**config.mk**
```make
export PLATFORM = sky130hd
export DESIGN_NAME = fetch_unit
export DESIGN_NICKNAME = d
export VERILOG_FILES = /design/src/rtl/fetch_unit.sv
export SDC_FILE = /design/constraint.sdc
export NUM_CORES = 1
export LEC_CHECK = 0
export BUFFER_PORTS_ARGS = -buffer_cell sky130_fd_sc_hd__buf_4
export CAP_MARGIN = 20
export CORE_ASPECT_RATIO = 1.25
export CORE_MARGIN = 2
export CORE_UTILIZATION = 30
export DETAILED_ROUTE_END_ITERATION = 10
export HOLD_SLACK_MARGIN = 0.02
export PLACE_DENSITY_LB_ADDON = 0.12
export SYNTH_ARGS = -nofsm -noshare
export SYNTH_HDL_FRONTEND = slang
export SYNTH_SLANG_ARGS = --single-unit
```
**constraint.sdc**
```tcl
create_clock -name clk -period 2 [get_ports clk]
set_input_delay 0.2 -clock clk [delete_from_list [all_inputs] [get_ports clk]]
set_output_delay 0.2 -clock clk [all_outputs]
set_load 0.02 [all_outputs]
```
**src/rtl/fetch_unit.sv**
```systemverilog
// Instruction-fetch front end: owns PC, IR and MAR and runs a ready-handshaked
// read port for instruction and operand fetches under a small internal FSM.
module fetch_unit #(
   parameter int                ADDR_W   = 8,
   parameter int                DATA_W   = 8,
   parameter int                OPC_W    = 3,
   parameter logic [OPC_W-1:0]  HALT_OPC = {OPC_W{1'b1}},
   parameter logic [ADDR_W-1:0] RESET_PC = '0
) (
   input  logic                      clk,
   input  logic                      reset,
   input  logic                      run,
   output logic [ADDR_W-1:0]         mem_addr,
   output logic                      mem_rd,
   input  logic [DATA_W-1:0]         mem_rdata,
   input  logic                      mem_ready,
   output logic [OPC_W-1:0]          opcode,
   output logic [DATA_W-OPC_W-1:0]   operand,
   output logic                      instr_valid,
   input  logic                      opnd_req,
   output logic [DATA_W-1:0]         opnd_data,
   output logic                      opnd_valid,
   input  logic                      exec_done,
   input  logic                      branch_taken,
   input  logic [ADDR_W-1:0]         branch_target,
   output logic [ADDR_W-1:0]         pc,
   output logic                      halted
);

   localparam int OPND_W = DATA_W - OPC_W;

   typedef enum logic [2:0] {IDLE, FETCH, EXEC, OPND, HALT} state_t;

   state_t              state, state_nx;
   logic [DATA_W-1:0]   ir, ir_nx;
   logic [ADDR_W-1:0]   pc_nx, addr_nx, opnd_addr;
   logic [DATA_W-1:0]   od_nx;
   logic                rd_nx, ov_nx;

   assign opcode      = ir[DATA_W-1 -: OPC_W];
   assign operand     = ir[OPND_W-1:0];
   assign instr_valid = (state == EXEC);
   assign halted      = (state == HALT);

   // Operand field is used directly as an address: zero-extend or keep low bits.
   generate
      if (OPND_W >= ADDR_W) begin : g_trunc
         assign opnd_addr = operand[ADDR_W-1:0];
      end else begin : g_zext
         assign opnd_addr = {{(ADDR_W-OPND_W){1'b0}}, operand};
      end
   endgenerate

   always_comb begin
      state_nx = state;
      ir_nx    = ir;
      pc_nx    = pc;
      addr_nx  = mem_addr;
      rd_nx    = mem_rd;
      od_nx    = opnd_data;
      ov_nx    = 1'b0;
      case (state)
         IDLE: begin
            if (run) begin
               addr_nx  = pc;
               rd_nx    = 1'b1;
               state_nx = FETCH;
            end
         end
         FETCH: begin
            if (mem_ready) begin
               ir_nx    = mem_rdata;
               rd_nx    = 1'b0;
               state_nx = (mem_rdata[DATA_W-1 -: OPC_W] == HALT_OPC) ? HALT : EXEC;
            end
         end
         EXEC: begin
            // Retirement beats an operand request raised in the same cycle.
            if (exec_done) begin
               pc_nx    = branch_taken ? branch_target : pc + 1'b1;
               state_nx = IDLE;
            end else if (opnd_req) begin
               addr_nx  = opnd_addr;
               rd_nx    = 1'b1;
               state_nx = OPND;
            end
         end
         OPND: begin
            if (mem_ready) begin
               od_nx    = mem_rdata;
               ov_nx    = 1'b1;
               rd_nx    = 1'b0;
               state_nx = EXEC;
            end
         end
         HALT: begin
            rd_nx = 1'b0;
         end
         default: begin
            state_nx = IDLE;
         end
      endcase
   end

   always_ff @(posedge clk) begin
      if (reset) begin
         state      <= IDLE;
         pc         <= RESET_PC;
         ir         <= '0;
         mem_addr   <= '0;
         mem_rd     <= 1'b0;
         opnd_data  <= '0;
         opnd_valid <= 1'b0;
      end else begin
         state      <= state_nx;
         pc         <= pc_nx;
         ir         <= ir_nx;
         mem_addr   <= addr_nx;
         mem_rd     <= rd_nx;
         opnd_data  <= od_nx;
         opnd_valid <= ov_nx;
      end
   end

endmodule

```
# After elaboration in Yosys (flattened, before gate mapping)
# Index checks and enable logic that the tools add are counted.
# W data, S select, Z words.
dict set report word_totals {
  regBits 37
  wordCells 51
}
dict set report classes {
  n_reduce_logical 11
  n_eq_ne 12
  bitwise 2
  n_addsub 1
  n_mux 18
}
# op n
set op_table {}
lappend op_table {{$mux W8} 4}
lappend op_table {{$mux W3} 6}
lappend op_table {{$pmux W8 S2} 1}
lappend op_table {{$pmux W3 S5} 1}
lappend op_table {{$reduce_and A5 Y1} 2}
lappend op_table {{$add A8 B1 Y8 const B} 1}
lappend op_table {{$ne A2 B2 Y1 const B} 4}
lappend op_table {{$eq A3 B2 Y1 const B} 2}
lappend op_table {{$eq A3 B3 Y1 const B} 2}
lappend op_table {{$reduce_and A2 Y1} 3}
lappend op_table {{$mux W1} 5}
lappend op_table {{$ne A2 B1 Y1 const B} 2}
lappend op_table {{$pmux W1 S4} 1}
lappend op_table {{$reduce_and A4 Y1} 1}
lappend op_table {{$reduce_bool A4 Y1} 1}
lappend op_table {{$reduce_or A2 Y1} 2}
lappend op_table {{$eq A3 B1 Y1 const B} 1}
lappend op_table {{$logic_not A3 Y1} 1}
lappend op_table {{$ne A3 B1 Y1 const B} 1}
lappend op_table {{$not A1 Y1} 2}
lappend op_table {{$reduce_bool A2 Y1} 1}

# Logic depth before layout (Yosys ltp)
dict set report logic_depth {
  word_depth 4
  mapped_depth 6
  ltp_nobuf 5
}

# Least setup slack after synthesis
# Ideal clock, no wire load.
dict set report synth_timing {
  path_type {register -> register}
  startpoint {reg pc[0]}
  endpoint {reg pc[6]}
  period_less_slack_ns 1.420
  path_stages_with_launch 6
  arrival_ns 1.335
  slack_ns 0.580
  setup_ns 0.086
  cell_sequence {dfxtp_1 ha_1 and3_1 a31o_2 a21oi_1 a211oi_1}
}
dict set report synth_via {
  elab_chain_cells 2
}
# item line
set synth_rtl {}
lappend synth_rtl {{start: declaration} 26} ;# output logic [ADDR_W-1:0] pc,
lappend synth_rtl {{start signal: assignment} 116} ;# pc <= pc_nx;
lappend synth_rtl {{$add A8 B1 Y8} 80} ;# pc_nx = branch_taken ? branch_target : pc + 1'b1;
lappend synth_rtl {{$mux W8} 80}
# Every way passes these cells.
# A chain may end at the register's enable or synchronous reset.

# Worst setup path in the final report
dict set report layout_timing {
  startpoint {reg state[1]}
  endpoint {out instr_valid}
}
dict set report layout_via {
  elab_chain_cells 1
}
# item line
set layout_rtl {}
lappend layout_rtl {{start: declaration} 34} ;# state_t state, state_nx;
lappend layout_rtl {{start signal: assignment} 115} ;# state <= state_nx;
lappend layout_rtl {{$eq A3 B2 Y1} 42} ;# assign instr_valid = (state == EXEC);
lappend layout_rtl {{end: declaration} 19} ;# output logic instr_valid,
# Every way passes these cells.

==> results.yml <==
synthesis:
  netlist_area_um2: 1702
  yosys_most_used_dff: "sky130_fd_sc_hd__dfxtp_1"
  ys_async_sr_fraction_pct: 0
  synthDistinctLibCells: 42
  portion_of_synthesized_cell_area_occupied_by_the_leading_cell_type_pct: 43.53
  synth_seq_area_share_pct: 43.53
  synth_largest_area_cell: "sky130_fd_sc_hd__dfxtp_1"
  synth_edf_count: 0
  synth_nets: 221
  synth-warning-count: 0
  ys_seq_elements: 37
  avgSynthCellArea_um2: 8.638
  largest_cells_by_area_after_synthesis: "sky130_fd_sc_hd__dfxtp_1 (44%), sky130_fd_sc_hd__mux2i_1 (9.4%), sky130_fd_sc_hd__a21oi_1 (6.5%), sky130_fd_sc_hd__nor2_1 (5.5%), sky130_fd_sc_hd__nand2_1 (5.3%)"
  syn-instance-count: 197
floorplanning:
  fp.coreArea_um2: 5443
  die_area_um2: 6294
  pin_count: 59
  initial_core_util_pct: 31.26
  die_height_um: 88.21
  floorplan.rows: 30
  dieWidth_um: 71.36
cts:
  cts_tree: "yes"
  clock_path_buffers: 2
  holdBufCountCts: 0
  clkSlewWorstSetupHoldPaths_ns: 0.07
  count_of_instances_resized_after_the_clock_tree_is_built: 0
  clock_sinks: 37
  postCtsSetupRepairBufs: 0
  worst_skew_late_latency_ns: 0.28
  cts_made_buffers: 5
  ctsHtreeMaxLevel: 2
  clock_tree.root_cell: "sky130_fd_sc_hd__clkbuf_8"
pwr:
  power_density_nw_per_um2: 731.8
  power.clock.fraction_pct: 34.8
  switching_share_pct: 26.39
  power.share.sequential_pct: 48.9
  intPower_mw: 1.209
  power.leakage_nw: 0.9125
  p_sw_mw: 0.4335
  ir_drop_v: 0.0005551
  pwr-share-comb_pct: 16.3
drt:
  vias: 1526
  wl_per_cell_um: 13.32
  drcViolationCount: 0
  detail_route.first_pass.iterations: 4
  drt-total-wl_um: 4169
  antenna_left: 0
  initialDrtViolationCount: 41
  avgViaCountPerCell: 4.875
timing:
  setup_tns_ns: 0
  finalSetupViolations: 0
  report.final.slew_viol_count: 0
  period_needed_ns: 1.691
  timing.clock.skew_ns: 0.004290
  max_clock_freq_ghz: 0.5914
  final-hold-violation-count: 0
  worst_pin_slew_ns: 0.4456
  slew_headroom_pct: 70.21
  fin_crit_sh_pct: 84.54
  rsz0062_at_grt: "false"
status:
  run_status: "complete, no violations"
min_path:
  holdCritPathClass: "in -> reg"
layout:
  finalNonFillerCells: 313
  drive_above_1_share_pct: 29.32
  antenna-diode-count: 0
  layout-area-overhead-vs-synth_pct: 31.91
  design.final.nets: 272
setup_path:
  worst-endpoint-arrival_ns: 1.49
  timing_worst_setup_path_type: "reg -> out"
  worstPathCellList: "and2_1 > buf_4"
  worstSetupEndpointType: "output port"
  required_ns: 1.80
  crit_family: "flip-flops"
  critical_path.startpoint_type: "flop"
  crit_slowest_cell: "sky130_fd_sc_hd__dfxtp_1"
  bufs_and_invs_on_worst_path: 1
  delay_of_the_slowest_critical_path_stage_ns: 0.59
  critPathMaxFanout: 15
  reg2reg_setup_slack_ns: 0.34
global_route:
  vias_in_the_first_global_route: 1417
  globalRouteTotalUtil_pct: 13.93
  globalRouteOverflowTotal: 0
  antenna_violations_before_repair: 0
  grt_pass1_wl_um: 6934
  grt_max_degree: 38
place:
  routabilityCongestion: 0.7051
  io_buffers: 58
  detailedPlacementHpwl_um: 2984
  placed_cells_incl_taps: 305
run:
  maxCapViolCount: 0
-- metal layers --
metal | vias to the layer above | part of all wire [%] | track usage (%)
met1 | 685 | 46 | 17.82
li1 | 789 | - | -
met5 | - | 0 | 0
met4 | 0 | 1.3 | 4.803
met3 | 5 | 6.5 | 4.833
met2 | 47 | 46 | 21.89
-- tightest hold or removal path, stage by stage --
cell                      delay (ns)
sky130_fd_sc_hd__buf_4          0.08
sky130_fd_sc_hd__mux2i_1        0.06
sky130_fd_sc_hd__nor2_1         0.07
-- sequential cells by signal, indices dropped and copies added (netlist names) --
signal / flops
ir: 8
mem_addr: 8
opnd_data: 8
pc: 8
state: 3
mem_rd: 1
opnd_valid: 1
-- cell families after synthesis --
logic type,share of synthesized area [%]
simple gates,22.94
compound gates,17.28
flops,43.53
buf+inv,5.441
mux,10.07
fa+ha+maj,0.7352
-- layout by cell type (no fill, tap or decap), types with 2 or more instances in the layout --
| cell | n |
|---|---|
| sky130_fd_sc_hd__nand2_1 | 24 |
| sky130_fd_sc_hd__nor3b_1 | 2 |
| sky130_fd_sc_hd__a211oi_1 | 8 |
| sky130_fd_sc_hd__mux2i_1 | 16 |
| sky130_fd_sc_hd__and3_1 | 2 |
| sky130_fd_sc_hd__nand3_1 | 4 |
| sky130_fd_sc_hd__nor2_1 | 25 |
| sky130_fd_sc_hd__buf_4 | 60 |
| sky130_fd_sc_hd__a21oi_1 | 22 |
| sky130_fd_sc_hd__a21o_1 | 2 |
| sky130_fd_sc_hd__clkbuf_8 | 7 |
| sky130_fd_sc_hd__nand2b_1 | 6 |
| sky130_fd_sc_hd__o21ai_0 | 6 |
| sky130_fd_sc_hd__and2_1 | 2 |
| sky130_fd_sc_hd__dfxtp_1 | 37 |
-- cell type report --
class / instances / area [um^2]
fill: 560 / 3198
multi-input combinational: 143 / 868.3
sequential: 37 / 740.7
timing repair buffer: 60 / 450.4
clock buffer: 7 / 96.34
tap: 64 / 80.08
clock inverter: 1 / 5.005
inverter: 1 / 3.754
-- per-stage QoR --
stage	utilization [%]	hold WS (ns)	cell area, um^2	worst slack (ns)	total power, mW
2_1_floorplan	-	0.3360	1702	0.5797	0.9911
3_3_place_gp	39.38	0.4482	2143	0.3918	1.094
3_5_place_dp	39.38	0.4505	2143	0.3621	1.093
4_1_cts	41.24	0.1530	2245	0.2786	1.671
5_1_grt	41.24	0.1518	2245	0.1881	1.731
6_report	41.24	0.1650	2245	0.3092	1.643
-- path summary, 6_finish.rpt --
check	start	end	depth (start not counted)
worst max-delay path	state[1]	instr_valid	2
worst min-delay path	mem_rdata[0]	ir[0]	3
worst max register to register	state[0]	ir[6]	4
worst min register to register	opnd_data[7]	opnd_data[7]	2
-- power by group through the flow --
stage / sequential [mW] / combinational, mW / clock [mW]
CTS: 0.804 / 0.273 / 0.594
global placement: 0.821 / 0.272 / 0
floorplan: 0.838 / 0.153 / 0
detailed placement: 0.821 / 0.272 / 0
finish: 0.804 / 0.268 / 0.571
global route: 0.810 / 0.295 / 0.627
-- Yosys cell counts, drive strengths merged, types with 4 or more instances --
master / number
mux2i: 16
nand3: 4
nand2: 24
a211oi: 9
dfxtp: 37
a21oi: 22
clkbuf: 6
nand2b: 6
o21ai: 6
nor2: 25
buf: 10
Note: power is estimated with default switching activity, not from simulation.
